**config.mk**
```make
export PLATFORM = sky130hd
export DESIGN_NAME = divider_channel_arbiter
export DESIGN_NICKNAME = d
export VERILOG_FILES = /design/src/rtl/divider_channel_arbiter.sv
export SDC_FILE = /design/constraint.sdc
export NUM_CORES = 1
export LEC_CHECK = 0
export CAP_MARGIN = 20
export CELL_PAD_IN_SITES_DETAIL_PLACEMENT = 0
export CELL_PAD_IN_SITES_GLOBAL_PLACEMENT = 1
export CORE_UTILIZATION = 26
export DETAILED_ROUTE_END_ITERATION = 8
export PLACE_DENSITY_LB_ADDON = 0.1
export SETUP_SLACK_MARGIN = 0.15
export SLEW_MARGIN = 40
export SYNTH_ARGS = -nofsm -noshare
export SYNTH_HDL_FRONTEND = slang
export SYNTH_SLANG_ARGS = --single-unit
```
**constraint.sdc**
```tcl
create_clock -name CLK -period 1.4 [get_ports CLK]
set_input_delay 0.28 -clock CLK [delete_from_list [all_inputs] [get_ports CLK]]
set_output_delay 0.28 -clock CLK [all_outputs]
set_load 0.02 [all_outputs]
```
**src/rtl/divider_channel_arbiter.sv**
```systemverilog
// Shares one serial fraction divider between CHANNELS requesters.
// Define DIV_ARB_FIXED_PRIORITY_EN for fixed lowest-index-wins arbitration.
module divider_channel_arbiter #(
    parameter int CHANNELS     = 2,
    parameter int OPERAND_BITS = 30,
    parameter int RESULT_BITS  = 25
) (
    input  logic                             CLK,
    input  logic                             RESET,
    input  logic                             CE,
    input  logic [CHANNELS-1:0]              REQ,
    input  logic [CHANNELS*OPERAND_BITS-1:0] REQ_A,
    input  logic [CHANNELS*OPERAND_BITS-1:0] REQ_B,
    output logic [CHANNELS-1:0]              ACK,
    output logic                             RES_VALID,
    output logic [$clog2(CHANNELS)-1:0]      RES_CH,
    output logic [RESULT_BITS-1:0]           RES_DATA,
    output logic                             DIV_CE,
    output logic [OPERAND_BITS-1:0]          DIV_A,
    output logic [OPERAND_BITS-1:0]          DIV_B,
    input  logic                             DIV_IN_READY,
    input  logic                             DIV_RES_READY,
    input  logic [RESULT_BITS-1:0]           DIV_RESULT
);

    localparam int CW = $clog2(CHANNELS);

    logic [CHANNELS-1:0]     r_ack;
    logic                    r_res_valid;
    logic [CW-1:0]           r_res_ch;
    logic [RESULT_BITS-1:0]  r_res_data;
    logic [OPERAND_BITS-1:0] r_div_a;
    logic [OPERAND_BITS-1:0] r_div_b;
    logic                    r_stg_valid;
    logic [CW-1:0]           r_stg_ch;
    logic                    r_inf_valid;
    logic [CW-1:0]           r_inf_ch;
    logic                    r_pend_valid;
    logic [CW-1:0]           r_pend_ch;

    logic                    w_slot;
    logic [CHANNELS-1:0]     w_elig;
    logic                    w_found;
    logic [CW-1:0]           w_win;
    logic                    w_load;
    logic [CHANNELS-1:0]     w_grant;
    logic [OPERAND_BITS-1:0] w_a;
    logic [OPERAND_BITS-1:0] w_b;

    assign w_slot = DIV_IN_READY & CE;
    // A channel being acknowledged this cycle must not be captured twice
    assign w_elig = REQ & ~r_ack;

`ifdef DIV_ARB_FIXED_PRIORITY_EN
    always_comb begin
        w_found = 1'b0;
        w_win   = '0;
        for (int i = CHANNELS - 1; i >= 0; i--) begin
            if (w_elig[i]) begin
                w_found = 1'b1;
                w_win   = CW'(i);
            end
        end
    end
`else
    localparam int IW = CW + 1;

    logic [CW-1:0]           r_ptr;
    logic [2*CHANNELS-1:0]   w_elig2;
    logic [IW-1:0]           w_idx;

    assign w_elig2 = {w_elig, w_elig};

    // Descending scan so the nearest channel after r_ptr wins
    always_comb begin
        w_found = 1'b0;
        w_win   = '0;
        w_idx   = '0;
        for (int k = CHANNELS; k >= 1; k--) begin
            w_idx = {1'b0, r_ptr} + IW'(k);
            if (w_elig2[w_idx]) begin
                w_found = 1'b1;
                w_win   = (w_idx >= IW'(CHANNELS))
                        ? CW'(w_idx - IW'(CHANNELS))
                        : CW'(w_idx);
            end
        end
    end
`endif

    assign w_load  = CE & (~r_stg_valid | w_slot) & w_found;
    assign w_grant = CHANNELS'(1) << w_win;

    always_comb begin
        w_a = REQ_A[w_win*OPERAND_BITS +: OPERAND_BITS];
        w_b = REQ_B[w_win*OPERAND_BITS +: OPERAND_BITS];
    end

    always_ff @(posedge CLK) begin
        if (RESET) begin
            r_ack        <= '0;
            r_res_valid  <= 1'b0;
            r_res_ch     <= '0;
            r_res_data   <= '0;
            r_div_a      <= '0;
            r_div_b      <= '1;
            r_stg_valid  <= 1'b0;
            r_stg_ch     <= '0;
            r_inf_valid  <= 1'b0;
            r_inf_ch     <= '0;
            r_pend_valid <= 1'b0;
            r_pend_ch    <= '0;
`ifndef DIV_ARB_FIXED_PRIORITY_EN
            r_ptr        <= CW'(CHANNELS - 1);
`endif
        end else begin
            r_ack       <= '0;
            r_res_valid <= 1'b0;
            if (CE) begin
                // Divider takes the stage; an empty stage becomes a dummy op
                if (w_slot) begin
                    r_inf_valid  <= r_stg_valid;
                    r_inf_ch     <= r_stg_ch;
                    r_pend_valid <= r_inf_valid;
                    r_pend_ch    <= r_inf_ch;
                    r_stg_valid  <= 1'b0;
                end
                if (w_load) begin
                    r_stg_valid <= 1'b1;
                    r_stg_ch    <= w_win;
                    r_div_a     <= w_a;
                    r_div_b     <= w_b;
                    r_ack       <= w_grant;
`ifndef DIV_ARB_FIXED_PRIORITY_EN
                    r_ptr       <= w_win;
`endif
                end
                if (DIV_RES_READY && r_pend_valid) begin
                    r_res_valid <= 1'b1;
                    r_res_ch    <= r_pend_ch;
                    r_res_data  <= DIV_RESULT;
                end
            end
        end
    end

    assign ACK       = r_ack;
    assign RES_VALID = r_res_valid;
    assign RES_CH    = r_res_ch;
    assign RES_DATA  = r_res_data;
    assign DIV_CE    = CE;
    assign DIV_A     = r_div_a;
    assign DIV_B     = r_div_b;

endmodule

```
# ---- Yosys cells after proc, flatten, opt, wreduce, memory -nomap -nowiden
# Index checks and enable logic that the tools add are counted.
dict set report word_totals {
  reg_bits 96
  latch_bits 0
  out_inout_bits 90
  mem_count 0
  romBits 0
  ramBits 0
}
dict set report op_classes {
  order_cmp 4
  muxes 13
  bitwise 9
  mul 1
  n_div 0
  eq_ne 0
  n_reduce_logical 8
  addsub 4
  n_shift 3
}
# operator n
set op_table {}
lappend op_table {{60-bit by 7-bit variable part select with 30-bit output} 2}
lappend op_table {{1-bit two-way mux} 11}
lappend op_table {{2-bit AND reduction} 4}
lappend op_table {{2-bit by 3-bit less-than comparator with 1-bit output, second input constant} 2}
lappend op_table {{1-bit by 4-bit multiplier with 5-bit output, second input constant} 1}
lappend op_table {{1-bit binary-select mux with 2-bit select} 2}
lappend op_table {{2-bit >= comparator, second input constant} 2}
lappend op_table {{1-bit bitwise AND} 3}
lappend op_table {{1-bit NOT} 3}
lappend op_table {{3-bit OR reduction} 1}
lappend op_table {{1-bit by 1-bit adder with 2-bit output, second input constant} 1}
lappend op_table {{1-bit by 2-bit adder with 2-bit output, second input constant} 1}
lappend op_table {{2-bit bitwise AND} 1}
lappend op_table {{2-bit NOT} 1}
lappend op_table {{2-bit nonzero test} 1}
lappend op_table {{2-bit OR reduction} 1}
lappend op_table {{1-bit by 1-bit << shifter with 2-bit output, first input constant} 1}
lappend op_table {{1-bit subtractor, second input constant} 2}
lappend op_table {{1-bit logical AND} 1}
lappend op_table {{1-bit OR} 1}

# ---- Longest topological paths before layout
dict set report depth {
  word_depth 9
  ltp_mapped 6
}

# ---- Worst setup path after synthesis
# Ideal clock, no wire load.
dict set report synth_path {
  kind {register to register}
  start {reg r_ack[1] (netlist: ACK[1])}
  end {reg r_div_a[0] (netlist: DIV_A[0])}
  path_slack_ps 25
  period_less_slack_ps 1375
  setup_ps 146
  path_stages_with_launch 7
  t_required_ps 1254
  arrival_time_ps 1229
  path_cell_list {dfxtp_1 -> nor2b_4 -> o221a_4 -> buf_12 -> buf_12 -> nor2_1 -> a211oi_2}
}
dict set report synth_between {
  elab_chain_cells 8
  word_cells_on_any_way 14
}
# item line
set synth_lines {}
lappend synth_lines {{start: declaration} 28} ;# logic [CHANNELS-1:0] r_ack;
lappend synth_lines {{start signal: assignment} 133} ;# r_ack <= w_grant;
lappend synth_lines {{2-bit NOT *} 52} ;# assign w_elig = REQ & ~r_ack;
lappend synth_lines {{2-bit bitwise AND *} 52}
lappend synth_lines {{1-bit binary-select mux with 2-bit select} 81} ;# if (w_elig2[w_idx]) begin
lappend synth_lines {{1-bit two-way mux (not written as such)} 81}
lappend synth_lines {{1-bit two-way mux (2 in a row)} 81}
lappend synth_lines {{1-bit by 4-bit multiplier with 5-bit output / 1-bit bitwise AND (equally long branches)} {95, 91}}
lappend synth_lines {{60-bit by 7-bit variable part select with 30-bit output / 2-bit AND reduction (equally long branches)} -}
lappend synth_lines {{end signal: assignment} 131} ;# r_div_a <= w_a;
lappend synth_lines {{end: declaration} 32} ;# logic [OPERAND_BITS-1:0] r_div_a;
# Every way passes the cells marked *; elsewhere a longest branch is shown, timed or not. The select of a mux whose other input is x is not followed.
# A chain may end at the register's enable or synchronous reset.

# ---- Final worst setup path
dict set report layout_path {
  start {in DIV_IN_READY}
  end {reg r_div_b[18] (netlist: DIV_B[18])}
}
dict set report layout_between {
  elab_chain_cells 5
}
# item line
set layout_lines {}
lappend layout_lines {{start: declaration} 21} ;# input logic DIV_IN_READY,
lappend layout_lines {{1-bit bitwise AND} 50} ;# assign w_slot = DIV_IN_READY & CE;
lappend layout_lines {{1-bit OR} 91} ;# assign w_load = CE & (~r_stg_valid | w_slot) & w_found;
lappend layout_lines {{1-bit bitwise AND (2 in a row)} 91}
lappend layout_lines {{2-bit AND reduction (no source line)} -}
lappend layout_lines {{end signal: assignment} 132} ;# r_div_b <= w_b;
lappend layout_lines {{end: declaration} 33} ;# logic [OPERAND_BITS-1:0] r_div_b;
# No other way between the ends.

==> reports/results.tsv <==
metric	value	unit
whs_path_depth	2	
finalHoldViolations	0	
first_global_vias	4542	
cp-startpoint	DIV_IN_READY	
seq_area	1929	um^2
vias	4465	
clockBufferDepth	2	
max_stage_delay	500	ps
max-cap-violations	0	
rsz0062_at_grt	yes	
cts_buffers	9	
layout-drive-gt1-share	0.3050	
p_seq_frac	0.386	
max-vdd-ir-drop	567.6	uV
start_util	0.2676	
core_area	15260	um^2
synth_seq_cells	96	
insertedDiodeCount	0	
fillerInstances	1468	
ys_top_cells_by_area	dfxtp_1, nand2_1, a211oi_2	
cts_sinks	96	
p_per_area	1020	nW/um^2
synth_area_leader_cell	dfxtp_1	
h-tree-depth	3	
multi_input_area	2076	um^2
clkPwrFrac	0.357	
outcome	finished with violations	
whs	451.5	ps
final_net_count	901	
cts.reportedPaths.clkPinSlew	60	ps
wire_per_inst	16.07	um
crit_path_end_kind	register	
reg2reg_depth	5	
min_from	RES_DATA[4]	
cts_tree	yes	
crit_arrival	1650	ps
seq_area_frac_synth	0.4707	
placed_cell_area	6852	um^2
r2r_setup_slack	0	ps
crit_type	in -> reg	
dr.pass1.iters	4	
ys_warn_count	0	
overflow	0	
antenna_found_initial	0	
dp_hpwl	10080	um
final_cell_mix	clkdlybuf4s50_1, nand2_1, dfxtp_1, buf_2, a21oi_1	
fmax	699.1	MHz
path_cells	clkdlybuf4s50_1 -> o221a_4 -> buf_12 -> nor3_1 -> a31oi_4	
fin_ws	-30.45	ps
p_leak	2.954	nW
die_height	127.3	um
internal-power	5.663	mW
clockRootBuffer	clkbuf_16	
slew_violations	0	
swShare	0.2690	
cpMaxStageDelayCell	clkdlybuf4s50_1	
portBuffers	241	
io-pin-count	242	
synth_cell_types	26	
insertion_delay	340	ps
die_w	127.3	um
grt_use_total	0.1868	
start_kind	input pin	
min_to	RES_DATA[4]	
dieArea	16210	um^2
syn_inst	494	
drt-initial-drc-count	193	
hold_path_class	reg -> reg	
synth_top_area_frac	0.4707	
finalSetupViolations	1	
vias_per_cell	4.627	
worst-path-buf-inv	2	
comb_power_share	0.257	
fin_area	7594	um^2
fin_crit	1430	ps
cp_top_family	buffers and inverters	
layout_commonest_cell	clkdlybuf4s50_1	
p_sw	2.084	mW
grt_pass1_wl	23570	um
routed_wl	15500	um
r2r_start	r_stg_valid	
slew_headroom	0.7677	
timing.rr.end	DIV_B[18]	
synthesis.nets	646	
worst-endpoint-required	1620	ps
violations	negative setup slack	
grt_max_degree	31	
skew	6.053	ps
rows	45	
drcViolationCount	0	
tightest_slew	345.7	ps
area_delta_synth_final	85.99	%
gp_congestion	0.7628	
synth_area	4083	um^2
path_max_fanout	21	
tns	-30.45	ps
syn_avg_cell_area	8.265	um^2
ant_nets	0	
ctsHoldBuffers	0	
final.period_utilization	1.022	
timing repair:
action,CTS,global route
cloned,10,4
pin swaps,14,8
setup buffers,6,2
endpoints found under the setup margin,161,140
resized for setup,330,85
endpoints found under the hold margin,0,0
worst register-to-register path: stages, from the launching register on:
cell	delay [ps]
dfxtp_1	370
inv_2	70
o221a_4	330
buf_12	170
nor3_1	300
a31oi_4	40
through the flow:
step	setup WS (ps)	cells	util	power (mW)
final	-30.45	965	0.4977	7.747
after floorplan	128.6	494	-	3.873
after global placement	-413.5	927	0.4490	4.789
after CTS	2.451	959	0.5023	7.808
after detailed placement	-443.9	927	0.4490	4.809
after global routing	-74.17	965	0.4977	8.109
logic make-up (layout without fill, tap and decap cells):
group	Yosys count	after routing	synth area share
and+or+nand+nor	225	225	0.2268
buffers and inverters	46	306	0.07233
AOI/OAI and AO/OA	127	127	0.2302
DFF	96	96	0.4707
registers in the layout, indices dropped and copies added (netlist names), 2 cells and up:
signal / count
ACK: 2
DIV_A: 30
DIV_B: 30
RES_DATA: 25
how the worst max path moves through the flow:
stage               slack, ps  depth (start not counted)   endpoint
finish                    -30                          5  DIV_B[18]
global route              -70                          5  DIV_B[24]
CTS                         2                          5  DIV_A[26]
detailed placement       -440                          6  DIV_A[28]
global placement         -410                          6   DIV_A[7]
floorplan                 130                          6   r_stg_ch
power by group through the flow:
stage | Combinational [mW] | Sequential [mW] | Clock [mW]
2_1_floorplan | 0.641 | 3.23 | 0
3_3_place_gp | 1.74 | 3.05 | 0
3_5_place_dp | 1.76 | 3.05 | 0
4_1_cts | 1.98 | 2.99 | 2.84
5_1_grt | 2.12 | 3.00 | 2.98
6_report | 1.99 | 2.99 | 2.77
layout make-up:
type | count | area share
timing repair buffer | 289 | 0.3933
inverter | 1 | 0.0004943
clock buffer | 14 | 0.03609
multi-input combinational | 352 | 0.2734
clock inverter | 2 | 0.007909
tap | 211 | 0.03477
sequential | 96 | 0.2541
cell usage after synthesis (all sizes together):
library cell	count
a31oi	30
nand2b	1
nor2	32
nor2b	2
clkbuf	12
a21o	1
nor3	32
nand2	152
dfxtp	96
a311oi	1
a211oi	29
o21ai	1
and3	1
nand3	5
a21oi	63
o221a	1
o221ai	1
inv	1
buf	33
layer usage:
metal  GRT usage  part of all wire
met4     0.07563             0.019
met2      0.3214              0.50
met1      0.2205              0.42
met3     0.04899             0.064
met5           0                 0
No activity file was read; power rests on OpenSTA's default activity.
